===== src/rtl/alu_pkg.sv =====
// ALU issue stage shared definitions: opcodes, decoder classes,
// function codes and the skid-buffer state encoding.
package alu_pkg;

  localparam logic [3:0] OP_ADD = 4'b0000;
  localparam logic [3:0] OP_SUB = 4'b0010;
  localparam logic [3:0] OP_AND = 4'b0100;
  localparam logic [3:0] OP_OR  = 4'b0101;
  localparam logic [3:0] OP_XOR = 4'b0110;
  localparam logic [3:0] OP_NOR = 4'b0111;
  localparam logic [3:0] OP_SLT = 4'b1010;

  localparam logic [1:0] ALUOP_MEM = 2'b00;
  localparam logic [1:0] ALUOP_BR  = 2'b01;
  localparam logic [1:0] ALUOP_R   = 2'b10;
  localparam logic [1:0] ALUOP_RSV = 2'b11;

  localparam logic [5:0] F_ADD = 6'b100000;
  localparam logic [5:0] F_SUB = 6'b100010;
  localparam logic [5:0] F_AND = 6'b100100;
  localparam logic [5:0] F_OR  = 6'b100101;
  localparam logic [5:0] F_XOR = 6'b100110;
  localparam logic [5:0] F_NOR = 6'b100111;
  localparam logic [5:0] F_SLT = 6'b101010;

  localparam int IMM_W = 16;

  typedef enum logic [1:0] {
    S_EMPTY = 2'b00,
    S_ONE   = 2'b01,
    S_FULL  = 2'b10
  } state_t;

  typedef struct packed {
    logic [3:0] opcode;
    logic       illegal;
  } dec_t;

endpackage


===== src/rtl/alu_issue_stage_if.sv =====
// Upstream/downstream bundle of the ALU issue stage.
// Optional immediate operand fields exist only with ALU_ISSUE_IMM_EN.
interface alu_issue_if #(
  parameter int WIDTH = 32
);

  logic             in_valid;
  logic             in_ready;
  logic [1:0]       alu_op;
  logic [5:0]       funct;
  logic [WIDTH-1:0] rs_data;
  logic [WIDTH-1:0] rt_data;
`ifdef ALU_ISSUE_IMM_EN
  logic [15:0]      imm16;
  logic             alu_src;
`endif
  logic             out_valid;
  logic             out_ready;
  logic [3:0]       opcode;
  logic [WIDTH-1:0] a;
  logic [WIDTH-1:0] b;
  logic             illegal;

  modport master (
    output in_valid,
    output alu_op,
    output funct,
    output rs_data,
    output rt_data,
`ifdef ALU_ISSUE_IMM_EN
    output imm16,
    output alu_src,
`endif
    output out_ready,
    input  in_ready,
    input  out_valid,
    input  opcode,
    input  a,
    input  b,
    input  illegal
  );

  modport slave (
    input  in_valid,
    input  alu_op,
    input  funct,
    input  rs_data,
    input  rt_data,
`ifdef ALU_ISSUE_IMM_EN
    input  imm16,
    input  alu_src,
`endif
    input  out_ready,
    output in_ready,
    output out_valid,
    output opcode,
    output a,
    output b,
    output illegal
  );

endinterface


===== src/rtl/alu_issue_decode.sv =====
// Combinational ALU control decoder: main-decoder class plus
// R-type function field to a 4-bit opcode and an illegal flag.
module alu_issue_decode
  import alu_pkg::*;
(
  input  logic [1:0] alu_op,
  input  logic [5:0] funct,
  output logic [3:0] opcode,
  output logic       illegal
);

  logic [3:0] r_op;
  logic       r_ill;

  // R-type function field lookup
  always_comb begin
    r_op  = OP_ADD;
    r_ill = 1'b0;
    unique case (funct)
      F_ADD:   r_op = OP_ADD;
      F_SUB:   r_op = OP_SUB;
      F_AND:   r_op = OP_AND;
      F_OR:    r_op = OP_OR;
      F_XOR:   r_op = OP_XOR;
      F_NOR:   r_op = OP_NOR;
      F_SLT:   r_op = OP_SLT;
      default: r_ill = 1'b1;
    endcase
  end

  // class select; unknown encodings trap downstream as add
  always_comb begin
    opcode  = OP_ADD;
    illegal = 1'b0;
    unique case (1'b1)
      (alu_op == ALUOP_MEM): opcode = OP_ADD;
      (alu_op == ALUOP_BR):  opcode = OP_SUB;
      (alu_op == ALUOP_R): begin
        opcode  = r_ill ? OP_ADD : r_op;
        illegal = r_ill;
      end
      default: illegal = 1'b1;
    endcase
  end

endmodule


===== src/rtl/alu_issue_stage.sv =====
// ALU issue stage: decode plus 2-entry skid buffer toward the ALU.
// Define ALU_ISSUE_IMM_EN to add the imm16/alu_src operand-B select.
module alu_issue_stage
  import alu_pkg::*;
#(
  parameter int WIDTH = 32
) (
  input logic        clk,
  input logic        reset,
  input logic        flush,
  alu_issue_if.slave bus
);

  dec_t             dec_new;
  logic [WIDTH-1:0] b_new;

  state_t           st_q;
  state_t           st_d;
  logic             rdy_q;
  logic             acc;
  logic             drn;
  logic             ld_new;
  logic             ld_skd;
  logic             ld_fwd;

  dec_t             out_dec_q;
  logic [WIDTH-1:0] out_a_q;
  logic [WIDTH-1:0] out_b_q;
  dec_t             skd_dec_q;
  logic [WIDTH-1:0] skd_a_q;
  logic [WIDTH-1:0] skd_b_q;

  logic [3:0]       d_op;
  logic             d_ill;

  alu_issue_decode u_dec (
    .alu_op  (bus.alu_op),
    .funct   (bus.funct),
    .opcode  (d_op),
    .illegal (d_ill)
  );

  assign dec_new.opcode  = d_op;
  assign dec_new.illegal = d_ill;

`ifdef ALU_ISSUE_IMM_EN
  assign b_new = bus.alu_src
    ? {{(WIDTH-IMM_W){bus.imm16[IMM_W-1]}}, bus.imm16}
    : bus.rt_data;
`else
  assign b_new = bus.rt_data;
`endif

  assign acc = bus.in_valid & rdy_q;
  assign drn = (st_q != S_EMPTY) & bus.out_ready;

  // next state and register load selects; flush wins
  always_comb begin
    st_d   = st_q;
    ld_new = 1'b0;
    ld_skd = 1'b0;
    ld_fwd = 1'b0;
    unique case (st_q)
      S_EMPTY: begin
        if (acc) begin
          st_d   = S_ONE;
          ld_new = 1'b1;
        end
      end
      S_ONE: begin
        if (acc && drn) begin
          ld_new = 1'b1;
        end else if (acc) begin
          st_d   = S_FULL;
          ld_skd = 1'b1;
        end else if (drn) begin
          st_d   = S_EMPTY;
        end
      end
      S_FULL: begin
        if (drn) begin
          st_d   = S_ONE;
          ld_fwd = 1'b1;
        end
      end
      default: st_d = S_EMPTY;
    endcase
    if (flush) begin
      st_d   = S_EMPTY;
      ld_new = 1'b0;
      ld_skd = 1'b0;
      ld_fwd = 1'b0;
    end
  end

  // state register; in_ready precomputed from next state
  always_ff @(posedge clk) begin
    if (reset) begin
      st_q  <= S_EMPTY;
      rdy_q <= 1'b1;
    end else begin
      st_q  <= st_d;
      rdy_q <= (st_d != S_FULL);
    end
  end

  // output register: fresh entry or promoted skid entry
  always_ff @(posedge clk) begin
    if (reset) begin
      out_dec_q <= '0;
      out_a_q   <= '0;
      out_b_q   <= '0;
    end else if (ld_new) begin
      out_dec_q <= dec_new;
      out_a_q   <= bus.rs_data;
      out_b_q   <= b_new;
    end else if (ld_fwd) begin
      out_dec_q <= skd_dec_q;
      out_a_q   <= skd_a_q;
      out_b_q   <= skd_b_q;
    end
  end

  // skid register catches the entry accepted while stalled
  always_ff @(posedge clk) begin
    if (reset) begin
      skd_dec_q <= '0;
      skd_a_q   <= '0;
      skd_b_q   <= '0;
    end else if (ld_skd) begin
      skd_dec_q <= dec_new;
      skd_a_q   <= bus.rs_data;
      skd_b_q   <= b_new;
    end
  end

  assign bus.in_ready  = rdy_q;
  assign bus.out_valid = (st_q != S_EMPTY);
  assign bus.opcode    = out_dec_q.opcode;
  assign bus.illegal   = out_dec_q.illegal;
  assign bus.a         = out_a_q;
  assign bus.b         = out_b_q;

endmodule

===== src/flat_wrapper.sv =====
// flat-port wrapper written by rule: the top's interface ports become plain ports
module alu_issue_stage_flat import alu_pkg::*;
#(
  parameter int WIDTH = 32
)
  (clk, reset, flush, bus_in_valid, bus_alu_op, bus_funct, bus_rs_data, bus_rt_data, bus_out_ready, bus_in_ready, bus_out_valid, bus_opcode, bus_a, bus_b, bus_illegal);
  alu_issue_if #(.WIDTH(WIDTH)) bus_i ();
  input logic clk;
  input logic reset;
  input logic flush;
  input wire logic [$bits(bus_i.in_valid)-1:0] bus_in_valid;
  input wire logic [$bits(bus_i.alu_op)-1:0] bus_alu_op;
  input wire logic [$bits(bus_i.funct)-1:0] bus_funct;
  input wire logic [$bits(bus_i.rs_data)-1:0] bus_rs_data;
  input wire logic [$bits(bus_i.rt_data)-1:0] bus_rt_data;
  input wire logic [$bits(bus_i.out_ready)-1:0] bus_out_ready;
  output wire logic [$bits(bus_i.in_ready)-1:0] bus_in_ready;
  output wire logic [$bits(bus_i.out_valid)-1:0] bus_out_valid;
  output wire logic [$bits(bus_i.opcode)-1:0] bus_opcode;
  output wire logic [$bits(bus_i.a)-1:0] bus_a;
  output wire logic [$bits(bus_i.b)-1:0] bus_b;
  output wire logic [$bits(bus_i.illegal)-1:0] bus_illegal;
  assign bus_i.in_valid = bus_in_valid;
  assign bus_i.alu_op = bus_alu_op;
  assign bus_i.funct = bus_funct;
  assign bus_i.rs_data = bus_rs_data;
  assign bus_i.rt_data = bus_rt_data;
  assign bus_i.out_ready = bus_out_ready;
  assign bus_in_ready = bus_i.in_ready;
  assign bus_out_valid = bus_i.out_valid;
  assign bus_opcode = bus_i.opcode;
  assign bus_a = bus_i.a;
  assign bus_b = bus_i.b;
  assign bus_illegal = bus_i.illegal;
  alu_issue_stage #(.WIDTH(WIDTH)) u_core (.clk(clk), .reset(reset), .flush(flush), .bus(bus_i));
endmodule

===== config.mk =====
export PLATFORM = sky130hd
export DESIGN_NAME = alu_issue_stage_flat
export DESIGN_NICKNAME = d
export VERILOG_FILES = /design/src/rtl/alu_pkg.sv /design/src/rtl/alu_issue_stage_if.sv /design/src/rtl/alu_issue_decode.sv /design/src/rtl/alu_issue_stage.sv /design/src/flat_wrapper.sv
export SDC_FILE = /design/constraint.sdc
export NUM_CORES = 1
export LEC_CHECK = 0
export ABC_AREA = 1
export CAP_MARGIN = 20
export CORE_MARGIN = 2
export CORE_UTILIZATION = 52
export DETAILED_ROUTE_END_ITERATION = 10
export PLACE_DENSITY_LB_ADDON = 0.1
export SKIP_CTS_REPAIR_TIMING = 1
export SLEW_MARGIN = 15
export SYNTH_ARGS = -nofsm -noshare
export SYNTH_HDL_FRONTEND = slang
export SYNTH_SLANG_ARGS = --single-unit

===== constraint.sdc =====
create_clock -name clk -period 2.7 [get_ports clk]
set_input_delay 0.54 -clock clk [delete_from_list [all_inputs] [get_ports clk]]
set_output_delay 0.54 -clock clk [all_outputs]
set_load 0.02 [all_outputs]

After elaboration in Yosys (flattened, before gate mapping)
Cells that the tools add are included.
- register bits after elaboration: 141
- bits of input ports: 77
- logic and storage cells: 59
- eq/ne operators: 12
- muxes and demuxes: 28
- bitwise logic cells: 2
- reductions and logical operators: 7
- operators by type and width (operator ; count):
    $mux 32 ; 4
    $eq 6x6->1 const B ; 7
    $pmux 4 s6 ; 1
    $mux 2 ; 6
    $mux 1 ; 10
    $mux 5 ; 2
    $pmux 4 s2 ; 1
    $reduce_or 7->1 ; 1
    $pmux 2 s3 ; 1
    $eq 2x1->1 const B ; 2
    $eq 2x2->1 const B ; 2
    $logic_not 2->1 ; 2
    $mux 4 ; 1
    $pmux 1 s2 ; 2
    $reduce_bool 2->1 ; 2
    $and 1x1->1 ; 2
    $ne 2x2->1 const B ; 1
    $reduce_or 2->1 ; 1
    $logic_and 1x1->1 ; 1

Longest topological paths before layout
Gate-level depths: netlist (run 1).
- word-level depth: 8
- depth in mapped cells: 10
- depth with buffers taken out: 10

Hierarchy
A second synthesis (run 1) with hierarchy kept.
- cell total of the unflattened synthesis: 965
- area total of the unflattened synthesis: 6411.1 µm²
- modules (own cells, without submodules) (module ; times used ; cells each ; area an instance (µm²)):
    alu_issue_stage ; 1 ; 931 ; 6221.0
    alu_issue_decode ; 1 ; 34 ; 190.2

Worst setup path before layout (run 1)
No wires, ideal clock.
- path type: input-to-reg
- start: input port bus_in_valid
- end: register u_core.out_b_q[27] (netlist: u_core.bus.b[27])
- library setup time: 133 ps
- arrival: 1361 ps
- data required time: 2567 ps
- setup slack: 1207 ps
- cell stages on the path: 9
- path through: nand2_1 -> nor2_4 -> nand3_4 -> nand2_2 -> inv_2 -> buf_6 -> buf_6 -> nand2_1 -> a31oi_1
- cells in the longest elaborated chain, start to end: 6
- elaborated cells between the ends (all ways): 8
- classes of those cells: mux: 5; bitwise: 1; reduce/logical: 2
- ends and longest elaborated chain (item ; RTL line ; source):
    start: declaration ; flat_wrapper.sv:11 ; input wire logic [$bits(bus_i.in_valid)-1:0] bus_in_valid;
    $and 1x1->1 * ; alu_issue_stage.sv:54 ; assign acc = bus.in_valid & rdy_q;
    $logic_and 1x1->1 ; alu_issue_stage.sv:71 ; if (acc && drn) begin
    $mux 1 ; alu_issue_stage.sv:71 ;
    $pmux 1 s2 * ; alu_issue_stage.sv:63 ; unique case (st_q)
    $mux 1 * ; alu_issue_stage.sv:88 ; if (flush) begin
    $mux 32 or $reduce_bool 2->1 (tied branches) ; -- ;
    end signal: assignment ; alu_issue_stage.sv:116 ; out_b_q <= b_new;
    end signal: assignment ; alu_issue_stage.sv:120 ; out_b_q <= skd_b_q;
    end: declaration ; alu_issue_stage.sv:28 ; logic [WIDTH-1:0] out_b_q;
Mark *: on every way between the ends. The rest lies on a longest branch, timed or not.
A chain may end at the register's enable or synchronous reset.

Worst setup path in the final report (run 1)
- start: register u_core.st_q[1]
- end: output port bus_out_valid
- cells in the longest elaborated chain, start to end: 1
- ends and longest elaborated chain (item ; RTL line ; source):
    start: declaration ; alu_issue_stage.sv:17 ; state_t st_q;
    start signal: assignment ; alu_issue_stage.sv:102 ; st_q <= st_d;
    $reduce_bool 2->1 ; alu_issue_stage.sv:138 ; assign bus.out_valid = (st_q != S_EMPTY);
    end: declaration ; flat_wrapper.sv:18 ; output wire logic [$bits(bus_i.out_valid)-1:0] bus_out_valid;
No other way between the ends.

==> results of run 1 <==
-- final timing paths --
kind / startpoint / end / slack, ns
setup / recovery: u_core.st_q[1] / bus_out_valid / 0.40
hold / removal: u_core.skd_a_q[15] / u_core.skd_a_q[15] / 0.46
setup reg to reg: u_core.st_q[1] / u_core.bus.b[12] / 0.93
hold reg to reg: u_core.skd_a_q[15] / u_core.skd_a_q[15] / 0.46
-- kinds of logic after synthesis --
| group | count (synthesis) |
|---|---|
| flip-flops | 141 |
| AO/OA/AOI/OAI | 151 |
| AND/OR/NAND/NOR | 375 |
| buffers and inverters | 75 |
| adder cells (fa/ha/maj) | 3 |
-- per-layer routing --
layer / vias up / GRT usage / part of all wire
met1: 2533 / 0.343 / 0.43
met4: 0 / 0.0833 / 0.015
met2: 227 / 0.425 / 0.48
li1: 2674 / - / -
met5: - / 0 / 0
met3: 26 / 0.0684 / 0.073
-- sequential cells by signal (all words and copies together), names as in the netlist --
| signal | flops |
|---|---|
| u_core.skd_a_q | 32 |
| u_core.st_q | 2 |
| u_core.skd_b_q | 32 |
| u_core.bus.b | 32 |
| u_core.bus.a | 32 |
| u_core.bus.illegal | 1 |
| u_core.bus.in_ready | 1 |
| u_core.bus.opcode | 4 |
| u_core.skd_dec_q | 5 |
-- Yosys cell counts --
cell type / number / area [µm²]
nand2_1: 348 / 1310
dfxtp_1: 141 / 2820
a21oi_1: 71 / 355
a31oi_1: 65 / 407
inv_1: 20 / 75.1
buf_2: 16 / 80.1
clkbuf_1: 16 / 60.1
nor2_1: 14 / 52.6
buf_6: 12 / 135
o21ai_0: 10 / 50.1
nand3_1: 7 / 35.0
buf_4: 6 / 45.0
inv_2: 5 / 18.8
ha_1: 3 / 37.5
a211oi_1: 2 / 15.0
nand2_2: 1 / 6.26
nand3_2: 1 / 10.0
nand3_4: 1 / 17.5
nand4_2: 1 / 12.5
nor2_4: 1 / 11.3
nor4_1: 1 / 6.26
o211ai_1: 1 / 7.51
o21a_1: 1 / 7.51
o21bai_1: 1 / 7.51
-- tightest hold or removal path: stages (launching register included) --
cell and delay [ns]:
dfxtp_1 0.31, nand2_1 0.06, a21oi_1 0.05
-- report_power, final --
part           internal (µW)  leakage, µW  switching (µW)
combinational            248      0.00127             266
sequential              2140      0.00114            35.4
clock                   1690     0.000312             885
-- through the flow --
step                hold slack (ns)  std cells  power [µW]
floorplan                     0.430        745        2460
global placement              0.441        989        2720
detailed placement            0.451        989        2730
CTS                           0.465       1020        5290
global route                  0.480       1020        5440
finish                        0.464       1020        5270
-- layout make-up --
| class | count | area share |
|---|---|---|
| Sequential cell | 141 | 0.366 |
| Multi-Input combinational cell | 529 | 0.304 |
| Clock inverter | 13 | 0.0310 |
| Tap cell | 136 | 0.0221 |
| Inverter | 25 | 0.0122 |
| Clock buffer | 18 | 0.0543 |
| Timing Repair Buffer | 158 | 0.210 |
==> impl_metrics.yaml, run 1 <==
floorplan:
  boundaryPins: 148
  dieArea_mm2: 0.0116
  die_w_um: 108
  core-area_mm2: 0.0104
  die_h_um: 108
  start_util: 0.538
  num_rows: 37
global_route:
  grt_max_degree: 57
  antenna_found_initial: 0
  grt_pass1_vias: 5100
  overflow: 0
  grt_first_pass_wirelength_um: 24100
  track_usage: 0.262
pwr:
  power-per-cell-area_mw_per_mm2: 684
  power_leakage_uw: 0.00272
  irDropWorstVdd_v: 0.000425
clock_network:
  ctsRootBufferMaster: "clkbuf_8"
  htreeDepth: 4
  path_clk_slew_ns: 0.06
  cts_sinks: 141
  cts_buffers: 17
  clock_latency_ns: 0.51
  clk_path_buf_depth: 2
  cts_tree: "yes"
sta:
  tns_ns: 0
  period_share: 0.852
  hold_viol: 0
  tightest_slew_ns: 0.592
  period_needed_ns: 2.30
  maxSlewHeadroom: 0.605
  setup_slack_ns: 0.399
  drv_slew: 0
  finalSetupViolations: 0
  skew_ns: 0.0110
  fmax_mhz: 435
  rsz0062_at_grt: "no"
logic_synthesis:
  syn-instance-count: 745
  yosys.area_share.simple: 0.261
  synth_top_family_by_area: "simple AND/OR/NAND/NOR gates"
  synth_compound_area_frac: 0.152
  synth_nets: 825
  syn_avg_cell_area_um2: 7.49
  ys_ff_latch: 141
  synth_xor_area_frac: 0
  synthMuxAreaShare: 0
  synth_cell_type_count: 24
  synth-adder-area-share: 0.00672
  syn_area_mm2: 0.00558
  ys_seq_area_frac: 0.506
  yosysWarnings: 0
setup_path:
  start_kind: "register"
  crit_path_max_fanout: 4
  crit_path_top_delay_cell: "clkdlybuf4s50_1"
  critPathMaxStageDelay_ns: 0.62
  arrival_ns: 1.76
  path_depth: 3
  crit_path_end_kind: "output pin"
  critPathBufInv: 2
  crit_family: "buffers and inverters"
  critical_path_class: "reg -> out"
  rr_worst_depth: 7
  worstPathCellList: "nor2_1 > inv_1 > clkdlybuf4s50_1"
  worstPathRequired_ns: 2.16
route:
  drc_errors: 0
  dr.pass1.iters: 6
  drt-initial-drc-count: 395
  routed_wl_um: 14800
  postRouteAntennaNets: 0
  num_vias: 5460
  viasPerCell: 5.35
  wl_per_cell_um: 14.6
final_layout:
  final_core_util: 0.743
  fill_cells: 790
  multi_input_area_mm2: 0.00234
  antenna_cells: 0
  syn_to_final_growth_pct: 38.0
  seqCellArea_mm2: 0.00282
  layout_commonest_cell: "nand2_1"
  drive_above_1_share: 0.0588
  layout_common_cells: "348 x nand2_1, 146 x clkdlybuf4s50_1, 141 x dfxtp_1"
  final_nets: 952
  postLayoutCellArea_mm2: 0.00770
status:
  status: "finished, final reports clean"
place:
  dp_hpwl_um: 9310
  place_area_mm2: 0.00705
  gp_congestion: 0.839
  portBuffers: 147
  post-place-ws_ns: 0.325
flow_run:
  maxCapViolations: 0
min_path:
  hold_depth: 2
  hold_class: "reg -> reg"
(Power assumes the default switching activity.)
==> run 2: changes to the inputs <==
CAP_MARGIN = not set   (was 20)
==> results of run 2 <==
Final layout, timing and power as in run 1 (identical DEF).
